**src/rtl/cam_pkg.sv**
```systemverilog
// ============================================================================
//  Module      : cam_pkg
//  Description : Shared types and defaults for the camera line scheduler.
//  Revision    : 1.0 - initial release
// ============================================================================
`default_nettype none

package cam_pkg;

  localparam int unsigned c_LINE_WORDS_DEF  = 960;
  localparam int unsigned c_FRAME_LINES_DEF = 240;
  localparam int unsigned c_LINE_CNT_W_DEF  = 10;

  localparam int unsigned c_PIX_W      = 16;
  localparam int unsigned c_PIX_ADDR_W = 10;
  localparam int unsigned c_BUF_ADDR_W = c_PIX_ADDR_W + 1;
  localparam int unsigned c_DROP_W     = 8;

  typedef enum logic [4:0] {
    ST_IDLE      = 5'b00001,
    ST_ARMED     = 5'b00010,
    ST_LINE_WAIT = 5'b00100,
    ST_LINE_WR   = 5'b01000,
    ST_LINE_DROP = 5'b10000
  } state_t;

  function automatic logic [c_DROP_W-1:0] sat_inc(input logic [c_DROP_W-1:0] v);
    return (&v) ? v : v + c_DROP_W'(1);
  endfunction

endpackage

`default_nettype wire

```
**src/rtl/cam_line_scheduler_if.sv**
```systemverilog
// ============================================================================
//  Module      : cam_line_scheduler_if
//  Description : Receiver, buffer-RAM and consumer signals of the scheduler.
//  Revision    : 1.0 - initial release
// ============================================================================
`default_nettype none

interface cam_line_scheduler_if
  import cam_pkg::*;
#(
  parameter int unsigned LINE_CNT_W = c_LINE_CNT_W_DEF
);
  logic                    VSYNC;
  logic                    HSYNC;
  logic                    PCLK;
  logic                    LINE_END;
  logic [c_PIX_W-1:0]      PIX_DATA;
  logic [c_PIX_ADDR_W-1:0] PIX_ADDR;
  logic                    CAP_EN;
  logic                    CAP_SINGLE;
  logic                    CAP_START;
  logic                    BUF_WE;
  logic [c_BUF_ADDR_W-1:0] BUF_ADDR;
  logic [c_PIX_W-1:0]      BUF_DATA;
  logic                    LINE_VALID;
  logic                    LINE_BANK;
  logic [LINE_CNT_W-1:0]   LINE_NUM;
  logic                    LINE_ACK;
  logic                    FRAME_START;
  logic                    FRAME_DONE;
  logic                    BUSY;
  logic [c_DROP_W-1:0]     DROP_CNT;

  modport master (
    output VSYNC, HSYNC, PCLK, LINE_END, PIX_DATA, PIX_ADDR,
           CAP_EN, CAP_SINGLE, CAP_START, LINE_ACK,
    input  BUF_WE, BUF_ADDR, BUF_DATA, LINE_VALID, LINE_BANK, LINE_NUM,
           FRAME_START, FRAME_DONE, BUSY, DROP_CNT
  );

  modport slave (
    input  VSYNC, HSYNC, PCLK, LINE_END, PIX_DATA, PIX_ADDR,
           CAP_EN, CAP_SINGLE, CAP_START, LINE_ACK,
    output BUF_WE, BUF_ADDR, BUF_DATA, LINE_VALID, LINE_BANK, LINE_NUM,
           FRAME_START, FRAME_DONE, BUSY, DROP_CNT
  );

endinterface

`default_nettype wire

```
**src/rtl/cam_bank_tracker.sv**
```systemverilog
// ============================================================================
//  Module      : cam_bank_tracker
//  Description : Full/oldest bookkeeping and free-bank choice for the
//                two-bank line buffer.
//  Revision    : 1.0 - initial release
// ============================================================================
`default_nettype none

module cam_bank_tracker
  import cam_pkg::*;
#(
  parameter int unsigned LINE_CNT_W = c_LINE_CNT_W_DEF
) (
  input  logic                  clk,
  input  logic                  rst_n,
  input  logic                  i_mark,
  input  logic                  i_mark_bank,
  input  logic [LINE_CNT_W-1:0] i_mark_tag,
  input  logic                  i_release,
  output logic                  o_valid,
  output logic                  o_bank,
  output logic [LINE_CNT_W-1:0] o_tag,
  output logic                  o_free_any,
  output logic                  o_free_bank
);

  logic [1:0]                 r_full;
  logic                       r_oldest;
  logic                       r_last;
  logic [1:0][LINE_CNT_W-1:0] r_tag;

  logic       w_rel;
  logic [1:0] w_full_rel;
  logic [1:0] w_full_n;
  logic       w_oldest_n;

  assign w_rel = i_release & (|r_full);

  // A release drops the oldest entry first, so a simultaneous mark is judged
  // against what remains.
  always_comb begin
    w_full_rel = r_full;
    if (w_rel) w_full_rel[r_oldest] = 1'b0;
    w_full_n = w_full_rel;
    if (i_mark) w_full_n[i_mark_bank] = 1'b1;
    w_oldest_n = r_oldest;
    if (i_mark && (w_full_rel == 2'b00)) w_oldest_n = i_mark_bank;
    else if (w_rel)                      w_oldest_n = ~r_oldest;
  end

  always_ff @(posedge clk or negedge rst_n) begin
    if (!rst_n) begin
      r_full   <= 2'b00;
      r_oldest <= 1'b0;
      r_last   <= 1'b1;
      r_tag    <= '0;
    end else begin
      r_full   <= w_full_n;
      r_oldest <= w_oldest_n;
      if (i_mark) begin
        r_last              <= i_mark_bank;
        r_tag[i_mark_bank]  <= i_mark_tag;
      end
    end
  end

  assign o_valid     = |r_full;
  assign o_bank      = r_oldest;
  assign o_tag       = r_tag[r_oldest];
  assign o_free_any  = ~&r_full;
  assign o_free_bank = (r_full == 2'b00) ? ~r_last : r_full[0];

endmodule

`default_nettype wire

```
**src/rtl/cam_line_scheduler.sv**
```systemverilog
// ============================================================================
//  Module      : cam_line_scheduler
//  Description : Sequences camera lines into a ping-pong line buffer and
//                hands completed lines to a consumer. Optional vertical
//                decimation by 2 via CAM_LINE_DECIM_EN.
//  Revision    : 1.0 - initial release
// ============================================================================
`default_nettype none

module cam_line_scheduler
  import cam_pkg::*;
#(
  parameter int unsigned LINE_WORDS  = c_LINE_WORDS_DEF,
  parameter int unsigned FRAME_LINES = c_FRAME_LINES_DEF,
  parameter int unsigned LINE_CNT_W  = c_LINE_CNT_W_DEF
) (
  input  logic                CAM_CLK,
  input  logic                RESETn,
  cam_line_scheduler_if.slave bus
);

  state_t r_state, w_state_n;

  logic r_vs, r_vs_d, r_hs, r_hs_d, r_le, r_le_d, r_pclk_d;
  logic w_vs_rise, w_hs_rise, w_le_rise;

  logic [LINE_CNT_W-1:0]   r_line_cnt;
  logic                    r_wr_bank;
  logic [c_DROP_W-1:0]     r_drop_cnt;
  logic                    r_frame_start, r_frame_done;
  logic                    r_buf_we;
  logic [c_BUF_ADDR_W-1:0] r_buf_addr;
  logic [c_PIX_W-1:0]      r_buf_data;

  logic w_frame_start, w_frame_done, w_line_clr, w_line_inc;
  logic w_mark, w_drop_inc, w_wr_load, w_wr_strobe;
  logic w_last_line, w_decim_skip;
  logic w_valid, w_bank, w_free_any, w_free_bank;
  logic [LINE_CNT_W-1:0] w_tag;

`ifdef CAM_LINE_DECIM_EN
  assign w_decim_skip = r_line_cnt[0];
`else
  assign w_decim_skip = 1'b0;
`endif

  assign w_vs_rise   = r_vs & ~r_vs_d;
  assign w_hs_rise   = r_hs & ~r_hs_d;
  assign w_le_rise   = r_le & ~r_le_d;
  assign w_last_line = (r_line_cnt == LINE_CNT_W'(FRAME_LINES - 1));
  assign w_wr_strobe = (r_state == ST_LINE_WR) & r_pclk_d &
                       (32'(bus.PIX_ADDR) < LINE_WORDS);

  always_ff @(posedge CAM_CLK or negedge RESETn) begin
    if (!RESETn) begin
      {r_vs, r_vs_d, r_hs, r_hs_d, r_le, r_le_d, r_pclk_d} <= '0;
    end else begin
      r_vs     <= bus.VSYNC;
      r_vs_d   <= r_vs;
      r_hs     <= bus.HSYNC;
      r_hs_d   <= r_hs;
      r_le     <= bus.LINE_END;
      r_le_d   <= r_le;
      r_pclk_d <= bus.PCLK;
    end
  end

  always_ff @(posedge CAM_CLK or negedge RESETn) begin
    if (!RESETn) r_state <= ST_IDLE;
    else         r_state <= w_state_n;
  end

  // CAP_EN low overrides everything; VSYNC restarts the frame from any
  // active state, abandoning the partial line.
  always_comb begin
    w_state_n     = r_state;
    w_frame_start = 1'b0;
    w_frame_done  = 1'b0;
    w_line_clr    = 1'b0;
    w_line_inc    = 1'b0;
    w_mark        = 1'b0;
    w_drop_inc    = 1'b0;
    w_wr_load     = 1'b0;
    if (!bus.CAP_EN) begin
      w_state_n = ST_IDLE;
    end else begin
      case (r_state)
        ST_IDLE: begin
          if (bus.CAP_START) w_state_n = ST_ARMED;
        end
        ST_ARMED, ST_LINE_WAIT, ST_LINE_WR, ST_LINE_DROP: begin
          if (w_vs_rise) begin
            w_state_n     = ST_LINE_WAIT;
            w_line_clr    = 1'b1;
            w_frame_start = 1'b1;
          end else if (r_state == ST_LINE_WAIT) begin
            if (w_hs_rise) begin
              if (w_decim_skip) begin
                w_state_n = ST_LINE_DROP;
              end else if (w_free_any) begin
                w_state_n = ST_LINE_WR;
                w_wr_load = 1'b1;
              end else begin
                w_state_n  = ST_LINE_DROP;
                w_drop_inc = 1'b1;
              end
            end
          end else if ((r_state != ST_ARMED) && w_le_rise) begin
            w_line_inc = 1'b1;
            w_mark     = (r_state == ST_LINE_WR);
            if (w_last_line) begin
              w_frame_done = 1'b1;
              w_state_n    = bus.CAP_SINGLE ? ST_IDLE : ST_ARMED;
            end else begin
              w_state_n = ST_LINE_WAIT;
            end
          end
        end
        default: w_state_n = ST_IDLE;
      endcase
    end
  end

  always_ff @(posedge CAM_CLK or negedge RESETn) begin
    if (!RESETn) begin
      r_line_cnt    <= '0;
      r_wr_bank     <= 1'b0;
      r_drop_cnt    <= '0;
      r_frame_start <= 1'b0;
      r_frame_done  <= 1'b0;
      r_buf_we      <= 1'b0;
      r_buf_addr    <= '0;
      r_buf_data    <= '0;
    end else begin
      r_frame_start <= w_frame_start;
      r_frame_done  <= w_frame_done;
      if (w_line_clr)      r_line_cnt <= '0;
      else if (w_line_inc) r_line_cnt <= r_line_cnt + LINE_CNT_W'(1);
      if (w_wr_load)  r_wr_bank  <= w_free_bank;
      if (w_drop_inc) r_drop_cnt <= sat_inc(r_drop_cnt);
      r_buf_we <= w_wr_strobe;
      if (w_wr_strobe) begin
        r_buf_addr <= {r_wr_bank, bus.PIX_ADDR};
        r_buf_data <= bus.PIX_DATA;
      end
    end
  end

  cam_bank_tracker #(
    .LINE_CNT_W (LINE_CNT_W)
  ) u_banks (
    .clk         (CAM_CLK),
    .rst_n       (RESETn),
    .i_mark      (w_mark),
    .i_mark_bank (r_wr_bank),
    .i_mark_tag  (r_line_cnt),
    .i_release   (bus.LINE_ACK),
    .o_valid     (w_valid),
    .o_bank      (w_bank),
    .o_tag       (w_tag),
    .o_free_any  (w_free_any),
    .o_free_bank (w_free_bank)
  );

  assign bus.BUF_WE      = r_buf_we;
  assign bus.BUF_ADDR    = r_buf_addr;
  assign bus.BUF_DATA    = r_buf_data;
  assign bus.LINE_VALID  = w_valid;
  assign bus.LINE_BANK   = w_bank;
  assign bus.LINE_NUM    = w_tag;
  assign bus.FRAME_START = r_frame_start;
  assign bus.FRAME_DONE  = r_frame_done;
  assign bus.BUSY        = (r_state != ST_IDLE);
  assign bus.DROP_CNT    = r_drop_cnt;

endmodule

`default_nettype wire

```
**src/flat_wrapper.sv**
```systemverilog
// flat-port wrapper written by rule: the top's interface ports become plain ports
module cam_line_scheduler_flat import cam_pkg::*;
#(
  parameter int unsigned LINE_WORDS  = c_LINE_WORDS_DEF,
  parameter int unsigned FRAME_LINES = c_FRAME_LINES_DEF,
  parameter int unsigned LINE_CNT_W  = c_LINE_CNT_W_DEF
)
  (CAM_CLK, RESETn, bus_VSYNC, bus_HSYNC, bus_PCLK, bus_LINE_END, bus_PIX_DATA, bus_PIX_ADDR, bus_CAP_EN, bus_CAP_SINGLE, bus_CAP_START, bus_LINE_ACK, bus_BUF_WE, bus_BUF_ADDR, bus_BUF_DATA, bus_LINE_VALID, bus_LINE_BANK, bus_LINE_NUM, bus_FRAME_START, bus_FRAME_DONE, bus_BUSY, bus_DROP_CNT);
  cam_line_scheduler_if #(.LINE_CNT_W(LINE_CNT_W)) bus_i ();
  input  logic CAM_CLK;
  input  logic RESETn;
  input wire logic [$bits(bus_i.VSYNC)-1:0] bus_VSYNC;
  input wire logic [$bits(bus_i.HSYNC)-1:0] bus_HSYNC;
  input wire logic [$bits(bus_i.PCLK)-1:0] bus_PCLK;
  input wire logic [$bits(bus_i.LINE_END)-1:0] bus_LINE_END;
  input wire logic [$bits(bus_i.PIX_DATA)-1:0] bus_PIX_DATA;
  input wire logic [$bits(bus_i.PIX_ADDR)-1:0] bus_PIX_ADDR;
  input wire logic [$bits(bus_i.CAP_EN)-1:0] bus_CAP_EN;
  input wire logic [$bits(bus_i.CAP_SINGLE)-1:0] bus_CAP_SINGLE;
  input wire logic [$bits(bus_i.CAP_START)-1:0] bus_CAP_START;
  input wire logic [$bits(bus_i.LINE_ACK)-1:0] bus_LINE_ACK;
  output wire logic [$bits(bus_i.BUF_WE)-1:0] bus_BUF_WE;
  output wire logic [$bits(bus_i.BUF_ADDR)-1:0] bus_BUF_ADDR;
  output wire logic [$bits(bus_i.BUF_DATA)-1:0] bus_BUF_DATA;
  output wire logic [$bits(bus_i.LINE_VALID)-1:0] bus_LINE_VALID;
  output wire logic [$bits(bus_i.LINE_BANK)-1:0] bus_LINE_BANK;
  output wire logic [$bits(bus_i.LINE_NUM)-1:0] bus_LINE_NUM;
  output wire logic [$bits(bus_i.FRAME_START)-1:0] bus_FRAME_START;
  output wire logic [$bits(bus_i.FRAME_DONE)-1:0] bus_FRAME_DONE;
  output wire logic [$bits(bus_i.BUSY)-1:0] bus_BUSY;
  output wire logic [$bits(bus_i.DROP_CNT)-1:0] bus_DROP_CNT;
  assign bus_i.VSYNC = bus_VSYNC;
  assign bus_i.HSYNC = bus_HSYNC;
  assign bus_i.PCLK = bus_PCLK;
  assign bus_i.LINE_END = bus_LINE_END;
  assign bus_i.PIX_DATA = bus_PIX_DATA;
  assign bus_i.PIX_ADDR = bus_PIX_ADDR;
  assign bus_i.CAP_EN = bus_CAP_EN;
  assign bus_i.CAP_SINGLE = bus_CAP_SINGLE;
  assign bus_i.CAP_START = bus_CAP_START;
  assign bus_i.LINE_ACK = bus_LINE_ACK;
  assign bus_BUF_WE = bus_i.BUF_WE;
  assign bus_BUF_ADDR = bus_i.BUF_ADDR;
  assign bus_BUF_DATA = bus_i.BUF_DATA;
  assign bus_LINE_VALID = bus_i.LINE_VALID;
  assign bus_LINE_BANK = bus_i.LINE_BANK;
  assign bus_LINE_NUM = bus_i.LINE_NUM;
  assign bus_FRAME_START = bus_i.FRAME_START;
  assign bus_FRAME_DONE = bus_i.FRAME_DONE;
  assign bus_BUSY = bus_i.BUSY;
  assign bus_DROP_CNT = bus_i.DROP_CNT;
  cam_line_scheduler #(.LINE_WORDS(LINE_WORDS), .FRAME_LINES(FRAME_LINES), .LINE_CNT_W(LINE_CNT_W)) u_core (.CAM_CLK(CAM_CLK), .RESETn(RESETn), .bus(bus_i));
endmodule
```
**config.mk**
```make
export PLATFORM = sky130hd
export DESIGN_NAME = cam_line_scheduler_flat
export DESIGN_NICKNAME = d
export VERILOG_FILES = /design/src/rtl/cam_pkg.sv /design/src/rtl/cam_line_scheduler_if.sv /design/src/rtl/cam_bank_tracker.sv /design/src/rtl/cam_line_scheduler.sv /design/src/flat_wrapper.sv
export SDC_FILE = /design/constraint.sdc
export NUM_CORES = 1
export LEC_CHECK = 0
export BUFFER_PORTS_ARGS = -buffer_cell sky130_fd_sc_hd__buf_2
export CAP_MARGIN = 20
export CORE_MARGIN = 2
export CORE_UTILIZATION = 40
export CTS_CLUSTER_DIAMETER = 120
export DETAILED_ROUTE_END_ITERATION = 10
export PLACE_DENSITY_LB_ADDON = 0.05
export SYNTH_ARGS = -nofsm -noshare
export SYNTH_HDL_FRONTEND = slang
export SYNTH_HIERARCHICAL = 1
export SYNTH_SLANG_ARGS = --single-unit
```
**constraint.sdc**
```tcl
create_clock -name CAM_CLK -period 3.4 [get_ports CAM_CLK]
set_input_delay 0.85 -clock CAM_CLK [delete_from_list [all_inputs] [get_ports CAM_CLK]]
set_output_delay 0.85 -clock CAM_CLK [all_outputs]
set_load 0.02 [all_outputs]
```
==> impl_table.tex <==
\begin{tabular}{lr}
\hline
Metric & Value \\
\hline
\multicolumn{2}{l}{\textbf{Placed design}} \\
Detailed Place HPWL & 5672 um \\
Cell area reported after detailed placement & 0.004284 mm2 \\
Pre-CTS setup slack & 0.6950 ns \\
Global placer's final weighted congestion & 0.7993 \\
Instance count after placement with tap cells included & 520 \\
Port Buffers & 86 \\
\multicolumn{2}{l}{\textbf{Logic synthesis}} \\
Cell types with the highest counts after synthesis & dfrtp\_1 (83), nand2\_1 (83), mux2\_2 (33) \\
Primary flip-flop cell chosen by synthesis mapping & dfrtp\_1 \\
\#FFs+latches synth & 85 \\
Average size of a mapped cell & 11.32 um2 \\
Number of enable-type register cells in the synthesized netlist & 0 \\
Post-synthesis sequential area ratio & 56.68\% \\
Count of synthesis-stage warnings from yosys & 6 \\
Syn nets & 370 \\
Ranking of synthesized cells by area & dfrtp\_1 (55\%), mux2\_2 (9.9\%), nand2\_1 (8.3\%) \\
Summed instance area of the synthesized netlist & 0.003757 mm2 \\
Syn Inst Count & 332 \\
Async set or reset register ratio after synthesis & 100.0\% \\
Cell type with the highest aggregate area in the netlist & dfrtp\_1 \\
Count of cell types in the netlist & 55 \\
Top-area cell type share of the netlist area & 55.28\% \\
\multicolumn{2}{l}{\textbf{Worst setup path}} \\
Kind of critical path & register to register \\
Startpoint of the worst register-to-register path & u\_core/r\_state[3] \\
Startpoint Class & register \\
Cell depth of the worst flop-to-flop path & 6 \\
Cells traversed along the worst timing path & or4b\_4, o21ai\_2, nor3\_1, and4\_1, nand2\_2, mux2\_2 \\
Biggest fanout along the worst timing path & 12 \\
Register-to-Register Setup Slack & 0.68 ns \\
Slowest cell on the critical path & or4b\_4 \\
Arrival time reported for the critical path endpoint & 2.96 ns \\
Crit path capture type & register \\
Delay of the slowest cell on the worst path & 0.59 ns \\
R2R Path End & u\_core/u\_banks/r\_tag[19] \\
Crit path required time & 3.64 ns \\
\multicolumn{2}{l}{\textbf{Clock tree}} \\
Maximum buffer depth of the clock tree & 2 \\
Clock latency on the worst-skew pair & 0.36 ns \\
Num CTS Buffers & 9 \\
CTS clock-pin slew for the worst setup and hold paths & 0.09 ns \\
Root buf cell & clkbuf\_8 \\
Post-cts gate resize count & 0 \\
Hold bufs inserted after CTS & 0 \\
Deepest level of the CTS H-tree & 3 \\
Post-CTS setup-driven buffer insertion count & 0 \\
Number of clock sinks & 85 \\
Clock tree from TritonCTS & yes \\
\multicolumn{2}{l}{\textbf{Routing}} \\
Number of detailed-route iterations in the first pass & 4 \\
Initial DRC Count & 83 \\
Post-DR wirelength/cell & 15.20 um \\
Number of remaining DRC errors & 0 \\
Via count normalized by instance count & 5.093 \\
Antenna Nets Post-Route & 0 \\
Drt total wl & 8145 um \\
Vias post-DR & 2730 \\
\multicolumn{2}{l}{\textbf{GRT}} \\
Antenna violations before repair & 0 \\
Sum of overflow across all layers after global routing & 0 \\
Met3 global-route usage & 5.825\% \\
First-pass GRT wire length & 13670 um \\
Most Crowded Layer GR & met2 \\
Largest net degree at the start of global routing & 47 \\
Number of global-route vias before repair & 2733 \\
Overall fraction of global-route tracks in use & 17.33\% \\
Global routing met1 resource utilization & 23.69\% \\
Met2 track demand over resource in global routing & 26.21\% \\
\multicolumn{2}{l}{\textbf{Timing}} \\
Hold WS & 0.3829 ns \\
Final Hold Fails & 0 \\
TNS Setup & 0 ns \\
Highest Clock Rate & 367.8 MHz \\
Setup repair after global routing missed its margin & false \\
Tightest Pin Transition & 0.9222 ns \\
Max-slew headroom at the worst pin & 38.52\% \\
Slew Viols, Final & 0 \\
Period utilisation layout & 79.97\% \\
Minimum clock period after layout & 2.719 ns \\
Final setup fails & 0 \\
Worst setup slack after layout & 0.6810 ns \\
Layout Skew & 0.008460 ns \\
\multicolumn{2}{l}{\textbf{Final layout}} \\
Post-route cell area & 0.004493 mm2 \\
Final \#Nets & 458 \\
Share of post-route cells with drive strength above 1 & 37.41\% \\
Layout overhead on the synthesized area & 19.58\% \\
Antenna diode count & 0 \\
Count of non-filler cells in the finished layout & 536 \\
\multicolumn{2}{l}{\textbf{Die}} \\
Initial core utilization & 40.86\% \\
Number of I/O pins & 87 \\
Die Y-Extent & 100.9 um \\
Horizontal die dimension & 100.9 um \\
Die area & 0.01018 mm2 \\
Rows & 35 \\
Core area & 0.009196 mm2 \\
\multicolumn{2}{l}{\textbf{Worst hold path}} \\
Origin of the worst min-delay path & u\_core/r\_hs \\
WHS Path Cells & 0 \\
Worst hold path class & register to register \\
Worst-case hold path end point & u\_core/r\_hs\_d \\
\multicolumn{2}{l}{\textbf{Power and ir drop}} \\
Power density normalized to cell area & 475.0 mW/mm2 \\
Worst VDD drop & 0.1989 mV \\
Leakage power & 2.310 nW \\
\multicolumn{2}{l}{\textbf{Job}} \\
Maximum capacitance violations & 0 \\
\multicolumn{2}{l}{\textbf{Status}} \\
Result of the run & finished, final reports clean \\
\hline
\end{tabular}
-- critical path: cells and delay by family (launching register included) --
family	cells	cell delay [ns]
and+or+nand+nor	4	1.34
AOI/OAI and AO/OA	1	0.39
muxes	1	0.38
DFF	1	0.51
-- through the flow --
step / total power [mW] / util, %
after global routing: 2.251 / 48.86
final: 2.134 / 48.86
after CTS: 2.171 / 48.86
after floorplan: 1.299 / -
after detailed placement: 1.410 / 46.59
after global placement: 1.413 / 46.59
-- state kept, by name (all words and copies together) (netlist names) --
register	flops
u_core/bus.FRAME_DONE	1
u_core/r_state	5
u_core/bus.BUF_WE	1
u_core/u_banks/r_last	1
u_core/r_le	1
u_core/r_hs_d	1
u_core/u_banks/r_tag	20
u_core/r_vs	1
u_core/r_pclk_d	1
u_core/r_le_d	1
u_core/bus.FRAME_START	1
u_core/u_banks/o_bank	1
u_core/bus.BUF_ADDR	11
u_core/bus.DROP_CNT	8
u_core/bus.BUF_DATA	16
u_core/u_banks/r_full	2
u_core/r_vs_d	1
u_core/r_wr_bank	1
u_core/r_hs	1
u_core/r_line_cnt	10
-- routing by layer --
layer  vias to the layer above  wire [um]
met1                      1306       3845
met5                         -          0
li1                       1322          -
met2                        93       3558
met4                         0         91
met3                         9        650
-- logic make-up after synthesis --
kind of cell	Yosys count	synth area share (%)
xor+xnor	16	3.730
fa+ha+maj	2	0.6659
buf+inv	20	2.797
mux	38	11.59
flops	85	56.68
simple gates	148	18.91
compound gates	23	5.628
-- placed cells by master (no fill, tap or decap), types with 2 or more instances in the layout --
master / count
buf_2: 85
nand2_1: 83
dfrtp_1: 83
mux2_2: 33
nor2_1: 16
xnor2_1: 14
clkbuf_8: 10
nand4_1: 7
buf_4: 6
nand3_1: 6
nor3_1: 6
and3_1: 6
inv_1: 5
nor4_1: 5
nand2b_1: 3
nor2b_1: 3
clkinv_4: 2
clkinvlp_4: 2
xor2_1: 2
o21ai_0: 2
and4_1: 2
a21oi_1: 2
mux2i_1: 2
mux2_4: 2
a32oi_1: 2
a31oi_1: 2
nor4b_1: 2
o22a_1: 2
ha_1: 2
dfstp_2: 2
-- how the worst max path moves through the flow --
| stage | startpoint | to | depth (start not counted) |
|---|---|---|---|
| after global routing | u_core/r_state[3] | u_core/u_banks/r_tag[9] | 7 |
| after global placement | u_core/r_state[3] | u_core/u_banks/r_tag[18] | 6 |
| after detailed placement | bus_CAP_EN | u_core/u_banks/r_tag[1] | 6 |
| final | u_core/r_state[3] | u_core/u_banks/r_tag[19] | 6 |
| after floorplan | bus_CAP_EN | u_core/u_banks/r_tag[1] | 7 |
| after CTS | u_core/r_state[3] | u_core/u_banks/r_tag[18] | 6 |
-- where the power goes --
part	leakage [nW]	internal, mW	switching, mW
combinational	1.11	0.117	0.161
sequential	1.10	1.06	0.0520
clock	0.0991	0.365	0.381
total	2.31	1.54	0.594
-- final cells by class --
class	instances	area, um2
Clock buffer	10	137.6
Clock inverter	6	71.32
Fill cell	892	4703
Inverter	6	22.52
Multi-Input combinational cell	227	1523
Sequential cell	85	2130
Tap cell	111	138.9
Timing Repair Buffer	91	470.5
(Power assumes the default switching activity.)
